`src/rtl/mux_pkg.sv`:
```
// Shared definitions for the round-robin N:1 multiplexer.
package mux_pkg;

  localparam int MAX_CH = 16;

  // Index width that never collapses to zero bits.
  function automatic int clog2_min1(input int n);
    int c;
    c = $clog2(n);
    return (c < 1) ? 1 : c;
  endfunction

endpackage

```
`src/rtl/rr_arbiter.sv`:
```
// Rotating-priority arbiter: the search starts one past ptr and wraps at N.
// Purely combinational; en gates the one-hot grant but not the index/any outputs.
module rr_arbiter
  import mux_pkg::*;
#(
  parameter int N = 4
) (
  input  logic [N-1:0]               req,
  input  logic [clog2_min1(N)-1:0]   ptr,
  input  logic                       en,
  output logic [N-1:0]               gnt_onehot,
  output logic [clog2_min1(N)-1:0]   gnt_idx,
  output logic                       any
);

  localparam int SEL_W = clog2_min1(N);

  logic             found;
  logic [SEL_W-1:0] cand;
  int               pos;

  // Walk the channels in priority order and take the first requester.
  always_comb begin
    gnt_onehot = '0;
    gnt_idx    = '0;
    found      = 1'b0;
    cand       = '0;
    pos        = 0;
    any        = |req;
    for (int k = 1; k <= N; k++) begin
      pos = int'(ptr) + k;
      if (pos >= N) pos = pos - N;
      cand = SEL_W'(pos);
      if (!found && req[cand]) begin
        found   = 1'b1;
        gnt_idx = cand;
      end
    end
    if (en && found) gnt_onehot[gnt_idx] = 1'b1;
  end

endmodule

```
`src/rtl/mux_rr_nx1.sv`:
```
// N-input, W-bit round-robin multiplexer with valid/ready on every port and a
// single registered output stage (one-cycle latency, one beat per cycle).
// Build option MUX_RR_PKT_LOCK_EN: adds in_last/out_last and holds the grant on
// one channel until that channel sends a beat with its last flag set.
module mux_rr_nx1
  import mux_pkg::*;
#(
  parameter int N     = 4,
  parameter int W     = 8,
  parameter int SEL_W = clog2_min1(N)
) (
  input  logic             clk,
  input  logic             rst_n,
  input  logic [N-1:0]     in_valid,
  output logic [N-1:0]     in_ready,
  input  logic [N*W-1:0]   in_data,
`ifdef MUX_RR_PKT_LOCK_EN
  input  logic [N-1:0]     in_last,
  output logic             out_last,
`endif
  output logic             out_valid,
  input  logic             out_ready,
  output logic [W-1:0]     out_data,
  output logic [SEL_W-1:0] out_sel
);

  logic             can_load;
  logic             xfer;
  logic [N-1:0]     req;
  logic [N-1:0]     gnt;
  logic [SEL_W-1:0] gnt_idx;
  logic             any_req;
  logic [SEL_W-1:0] ptr;
  logic [W-1:0]     sel_data;

  assign can_load = !out_valid || out_ready;

`ifdef MUX_RR_PKT_LOCK_EN
  logic             lock;
  logic [SEL_W-1:0] lock_idx;
  logic [N-1:0]     lock_mask;

  // While a packet is open only the owning channel may compete.
  always_comb begin
    lock_mask           = '0;
    lock_mask[lock_idx] = 1'b1;
    req                 = lock ? (in_valid & lock_mask) : in_valid;
  end
`else
  assign req = in_valid;
`endif

  rr_arbiter #(.N(N)) u_arb (
    .req        (req),
    .ptr        (ptr),
    .en         (can_load),
    .gnt_onehot (gnt),
    .gnt_idx    (gnt_idx),
    .any        (any_req)
  );

  assign in_ready = gnt;
  assign xfer     = can_load && any_req;

  // Constant-index slice select keeps the data path a plain N:1 mux.
  always_comb begin
    sel_data = '0;
    for (int k = 0; k < N; k++) begin
      if (gnt_idx == SEL_W'(k)) sel_data = in_data[k*W +: W];
    end
  end

  // Output register, last-grant pointer and (optionally) packet lock.
  always_ff @(posedge clk or negedge rst_n) begin
    if (!rst_n) begin
      out_valid <= 1'b0;
      out_data  <= '0;
      out_sel   <= '0;
      ptr       <= SEL_W'(N - 1);
`ifdef MUX_RR_PKT_LOCK_EN
      out_last  <= 1'b0;
      lock      <= 1'b0;
      lock_idx  <= '0;
`endif
    end else if (xfer) begin
      out_valid <= 1'b1;
      out_data  <= sel_data;
      out_sel   <= gnt_idx;
`ifdef MUX_RR_PKT_LOCK_EN
      out_last  <= in_last[gnt_idx];
      if (in_last[gnt_idx]) begin
        lock <= 1'b0;
        ptr  <= gnt_idx;
      end else begin
        lock     <= 1'b1;
        lock_idx <= gnt_idx;
      end
`else
      ptr       <= gnt_idx;
`endif
    end else if (out_ready) begin
      out_valid <= 1'b0;
    end
  end

endmodule

```
`config.mk`:
```
export PLATFORM = sky130hd
export DESIGN_NAME = mux_rr_nx1
export DESIGN_NICKNAME = d
export VERILOG_FILES = /design/src/rtl/mux_pkg.sv /design/src/rtl/rr_arbiter.sv /design/src/rtl/mux_rr_nx1.sv
export SDC_FILE = /design/constraint.sdc
export NUM_CORES = 1
export LEC_CHECK = 0
export CORE_AREA = 2 2 51 63
export CTS_CLUSTER_DIAMETER = 200
export CTS_CLUSTER_SIZE = 20
export DETAILED_ROUTE_END_ITERATION = 8
export DIE_AREA = 0 0 53 65
export PLACE_DENSITY = 0.67
export SYNTH_ARGS = -nofsm -noshare
export SYNTH_HDL_FRONTEND = slang
export SYNTH_SLANG_ARGS = --single-unit
```
`constraint.sdc`:
```
create_clock -name clk -period 3.6 [get_ports clk]
set_input_delay 0.72 -clock clk [delete_from_list [all_inputs] [get_ports clk]]
set_output_delay 0.72 -clock clk [all_outputs]
set_load 0.03 [all_outputs]
```
## Word level (Yosys, flattened, before mapping)

Index checks and enable logic that the tools add are counted.

- Word-level logic and storage cells: 68
- Register bits after elaboration: 13
- Output and inout bits: 15
- Input bits: 39

- Add/sub/neg operators: 8
- Multiplexer cells: 29
- Order comparisons: 10
- Reduce and logical (&&, ||, !) cells: 14
- Eq/ne operators: 3

Operator list:

| cell | number |
|---|---|
| two-way mux 8 bit | 4 |
| two-way mux 2 bit | 8 |
| less-than comparator 2 x 3 -> 1 bit, second input constant | 5 |
| two-way mux 1 bit | 11 |
| greater-or-equal comparator 3 bit, second input constant | 3 |
| binary-select mux 1 bit (select 2 bit) | 4 |
| subtractor 2 x 1 -> 2 bit, second input constant | 4 |
| adder 2 x 2 -> 3 bit, second input constant | 2 |
| logical AND 1 bit | 6 |
| adder 2 x 3 -> 4 bit, second input constant | 1 |
| equality test 2 bit, second input constant | 2 |
| greater-or-equal comparator 4 x 3 -> 1 bit, second input constant | 1 |
| zero test 1 bit | 4 |
| two-way mux 4 bit | 1 |
| OR reduction 4 bit | 1 |
| adder 2 x 1 -> 3 bit, second input constant | 1 |
| demux 1 bit (select 2 bit) | 1 |
| equality test 2 x 1 -> 1 bit, second input constant | 1 |
| greater-or-equal comparator 2 x 1 -> 1 bit, second input constant | 1 |
| zero test 2 bit | 1 |
| nonzero test 2 bit | 1 |
| logical OR 1 bit | 1 |

## Depth between registers and ports, before layout

Gate-level depths: netlist (run 1).

- Word-level depth: 20
- Gate-level depth with buffers: 6
- Gate-level depth less buffers: 5

## Hierarchy

A second synthesis (run 1) with hierarchy kept.

- Cell total of the unflattened synthesis: 59
- Area, all modules: 837.1 um^2

By module, submodules not included:

| module | area each (um^2) | times used | cells an instance |
|---|---|---|---|
| mux_rr_nx1 | 679.4 | 1 | 39 |
| rr_arbiter | 157.7 | 1 | 20 |

## Least setup slack after synthesis (run 1)

Ideal clock, no wire load.

- Path kind: input port to output port
- Start: input port in_valid[1]
- End: output port in_ready[2]
- Data required time: 2.880 ns
- Path slack: 1.017 ns
- Data arrival time: 1.863 ns
- Stages: 6
- Buffers on the path: 1
- Cell sequence: and2b_1 or2_1 a21oi_1 nand2b_1 buf_4 nor2_1

- Word-level cells in the longest chain between the ends: 17
- Elaborated cells between the ends (all ways): 29
- Those cells by class: order compare: 2; mux: 19; reduce/logical: 8

Ends and longest elaborated chain:

| item | line | RTL |
|---|---|---|
| start, declared | mux_rr_nx1.sv:14 | `input logic [N-1:0] in_valid,` |
| binary-select mux 1 bit (select 2 bit) | rr_arbiter.sv:34 | `if (!found && req[cand]) begin` |
| two-way mux 1 bit (implied by the code) | rr_arbiter.sv:34 |  |
| two-way mux 1 bit | rr_arbiter.sv:34 |  |
| zero test 1 bit | rr_arbiter.sv:34 |  |
| logical AND 1 bit | rr_arbiter.sv:34 |  |
| two-way mux 1 bit | rr_arbiter.sv:34 |  |
| zero test 1 bit | rr_arbiter.sv:34 |  |
| logical AND 1 bit | rr_arbiter.sv:34 |  |
| two-way mux 1 bit | rr_arbiter.sv:34 |  |
| zero test 1 bit | rr_arbiter.sv:34 |  |
| logical AND 1 bit | rr_arbiter.sv:34 |  |
| two-way mux 2 bit | rr_arbiter.sv:34 |  |
| less-than comparator 2 x 3 -> 1 bit (implied by the code) / greater-or-equal comparator 2 x 1 -> 1 bit (equally long branches) | rr_arbiter.sv:39 | `if (en && found) gnt_onehot[gnt_idx] = 1'b1;` |
| logical AND 1 bit (implied by the code) | rr_arbiter.sv:39 |  |
| two-way mux 1 bit (implied by the code) | rr_arbiter.sv:39 |  |
| demux 1 bit (select 2 bit) | n/a |  |
| two-way mux 4 bit * | rr_arbiter.sv:39 |  |
| end, declared | mux_rr_nx1.sv:15 | `output logic [N-1:0] in_ready,` |

Mark *: on every way between the ends. The rest lies on a longest branch, timed or not. The select of a mux whose other input is x is not followed.

## Worst setup path after layout (run 1)

- Start: input port in_valid[3]
- End: output port in_ready[1]

Same word-level chain as after synthesis.

==> results of run 1 <==
==> final cells by class <==
type	instances	area share [%]
Timing Repair Buffer	59	40.5
Multi-Input combinational cell	60	31.1
Sequential cell	13	23.1
Tap cell	36	3.17
Clock buffer	3	1.58
Clock inverter	1	0.352
Inverter	1	0.264
==> synth_stat cells <==
master	instances	area share (%)
buf_4	1	0.92
o21ai_0	1	0.61
dfstp_2	2	6.4
o211ai_4	1	2.6
a21oi_1	2	1.2
buf_6	1	1.4
nand2_1	12	5.5
o21ai_1	2	1.2
and2b_1	1	0.92
o41ai_2	1	2.0
nor2b_1	4	3.1
o221ai_1	8	8.6
inv_1	1	0.46
buf_2	2	1.2
dfrtp_1	11	34
mux2_2	2	2.8
or2_1	2	1.5
nand2b_1	2	1.5
nand3_1	1	0.61
buf_8	1	1.8
nor2_1	5	2.3
mux2i_1	16	20
==> final timing paths <==
| kind | startpoint | end | slack [ns] | cells after the start |
|---|---|---|---|---|
| max | in_valid[3] | in_ready[1] | 0.16 | 7 |
| min | out_sel[1] | out_sel[1] | 0.48 | 2 |
| max reg2reg | ptr[0] | out_data[4] | 1.84 | 6 |
| min reg2reg | out_sel[1] | out_sel[1] | 0.48 | 2 |
| max in group asynchronous | rst_n | out_data[3] | 2.41 | 1 |
| min in group asynchronous | rst_n | out_data[7] | 0.81 | 1 |
==> per-layer routing <==
layer	routed length, um	up-vias
li1	-	402
met1	901	396
met2	1210	28
met3	160	2
met4	15	0
met5	0	-
==> registers in the layout (all words and copies together) (netlist names) <==
register and flops:
out_data 8, out_sel 2, out_valid 1, ptr 2
==> metrics by stage <==
step	hold slack [ns]	utilization [%]	worst slack [ns]	power [uW]	cell area, um^2
floorplan	0.424	-	1.02	507	817
global placement	0.470	48.2	0.191	681	1390
detailed placement	0.467	48.2	0.153	690	1390
CTS	0.488	49.2	0.150	780	1420
global route	0.527	49.2	0.0389	817	1420
finish	0.481	49.2	0.163	768	1420
==> kinds of logic after synthesis <==
group | count (synthesis)
AO/OA/AOI/OAI | 15
AND/OR/NAND/NOR | 27
multiplexers | 18
buffers and inverters | 6
flip-flops | 13
==> worst reg2reg max path: cells and delay by family, from the launching register on <==
| family | cells | cell delay (ns) |
|---|---|---|
| AND/OR/NAND/NOR | 3 | 0.63 |
| flip-flops | 1 | 0.55 |
| AO/OA/AOI/OAI | 2 | 0.27 |
| buffers and inverters | 1 | 0.18 |
==> power groups by stage <==
stage / clock network (uW) / logic [uW] / registers [uW]
floorplan: 0 / 191 / 316
global placement: 0 / 448 / 233
detailed placement: 0 / 455 / 235
CTS: 91.8 / 455 / 233
global route: 96.5 / 480 / 240
finish: 87.7 / 448 / 232
==> flow_summary.ini, run 1 <==
[run_status]
status = finished clean

[power_and_ir_drop]
p_sw_share_pct = 40.1
p_int_uw = 460
ir_drop_v = 0.000289
pwr-share-seq_pct = 30.2
clockPowerShare_pct = 11.4
power_density_nw_per_um2 = 540
pwr-share-comb_pct = 58.4
leakage_uw = 0.000604
p_switching_uw = 308

[floorplan]
rows = 22
core_region_area_um2 = 2890
io_pins = 54
die_height_um = 65
start_util_pct = 28.3
die_w_um = 53
die-area_um2 = 3450

[worst_hold_path]
hold_class = register to register

[yosys]
synth_adder_area_share_pct = 0
yosys_warnings = 0
syn_area_per_cell_um2 = 10.3
synth_top_family_by_area = multiplexers
ys_types = 22
muxShareOfSynthArea_pct = 22.4
synth_fp_nets = 118
synth_xor_area_share_pct = 0
ys_seq_area_share_pct = 40.1
postSynthCellCount = 79
syn_area_um2 = 817
ys_seq_elements = 13
synthSimpleGateAreaFrac_pct = 15.5
synth_compound_area_share_pct = 16.2

[route]
drt_first_pass_iters = 2
via_per_inst = 4.79
num_vias = 828
routedWlPerCell_um = 13.2
initialDrtViolationCount = 12
detail-route-antenna-nets = 0
wl_mm = 2.28
remaining_drc_errors = 0

[critical_path]
cp_max_fo = 6
cp-end-kind = primary output
cp_cell_sequence = clkdlybuf4s50_1 > nor2b_1 > o21ai_1 > a21oi_1 > or2_1 > nor2b_1 > clkdlybuf4s50_1
critPathSlowestCell = clkdlybuf4s50_1
worst-endpoint-required_ns = 2.88
cp_top_family = buffers and inverters
slowest_delay_ns = 0.68
criticalPathCategory = input pin to primary output
path_buf_inv = 2
cp.arrival_ns = 2.72
startpoint_type = input pin

[placement]
placed_cells = 169
dp_hpwl_mm = 1.91
gp_congestion = 0.727
port_buffers = 53

[timing]
tightest_slew_ns = 0.577
setup_viol = 0
max_slew_margin_pct = 61.4
finClkSkew_ns = 0.00481
grt_setup_unrepaired = false
drv_slew = 0
fin_crit_ns = 3.44
fin_setup_tns_ns = 0
hold_violations = 0
fmax_mhz = 291
fin_crit_sh_pct = 95.5

[layout]
fin_nets = 177
final_cells = 173
mostFrequentLayoutCells = clkdlybuf4s50_1, mux2i_1, nand2_1, dfrtp_1, o221ai_1
fillers = 288
multi_input_area_um2 = 442
antennaDiodeCount = 0
regArea_um2 = 328
drive_above_1_share_pct = 11.7
area_growth_pct = 74.0
layout_commonest_cell = clkdlybuf4s50_1

[global_routing]
track_usage_pct = 14.0
antenna_found_initial = 0
met1_usage_pct = 16.0
use_met3_pct = 3.23
grt_overflow_total = 0
grt_first_pass_wirelength_mm = 3.54
grt_use_met2_pct = 24.7
busiest_layer = met2
grt_pass1_vias = 815
grt_max_degree = 14

[cts]
cts_setup_buffers = 0
cts_tree = done
h-tree-depth = 1
insertion_delay_ns = 0.27
cts-buffers-inserted = 3
cts_root_buf = clkbuf_4
ctsHoldBuffers = 0
clk_path_buf_depth = 2
clk_pin_slew_worst_paths_ns = 0.08
cts.sinks = 13
cts_resized = 0

[run]
cap_violations = 0
No activity file was read; power rests on OpenSTA's default activity.
==> run 2, diff against run 1 <==
--- a/config.mk
+++ b/config.mk
@@ -5,6 +5,7 @@
 export SDC_FILE = /design/constraint.sdc
 export NUM_CORES = 1
 export LEC_CHECK = 0
+export ABC_CLOCK_PERIOD_IN_PS = 3600
 export CORE_AREA = 2 2 51 63
 export CTS_CLUSTER_DIAMETER = 200
 export CTS_CLUSTER_SIZE = 20
==> results of run 2 <==
Final layout, timing and power as in run 1 (identical DEF).
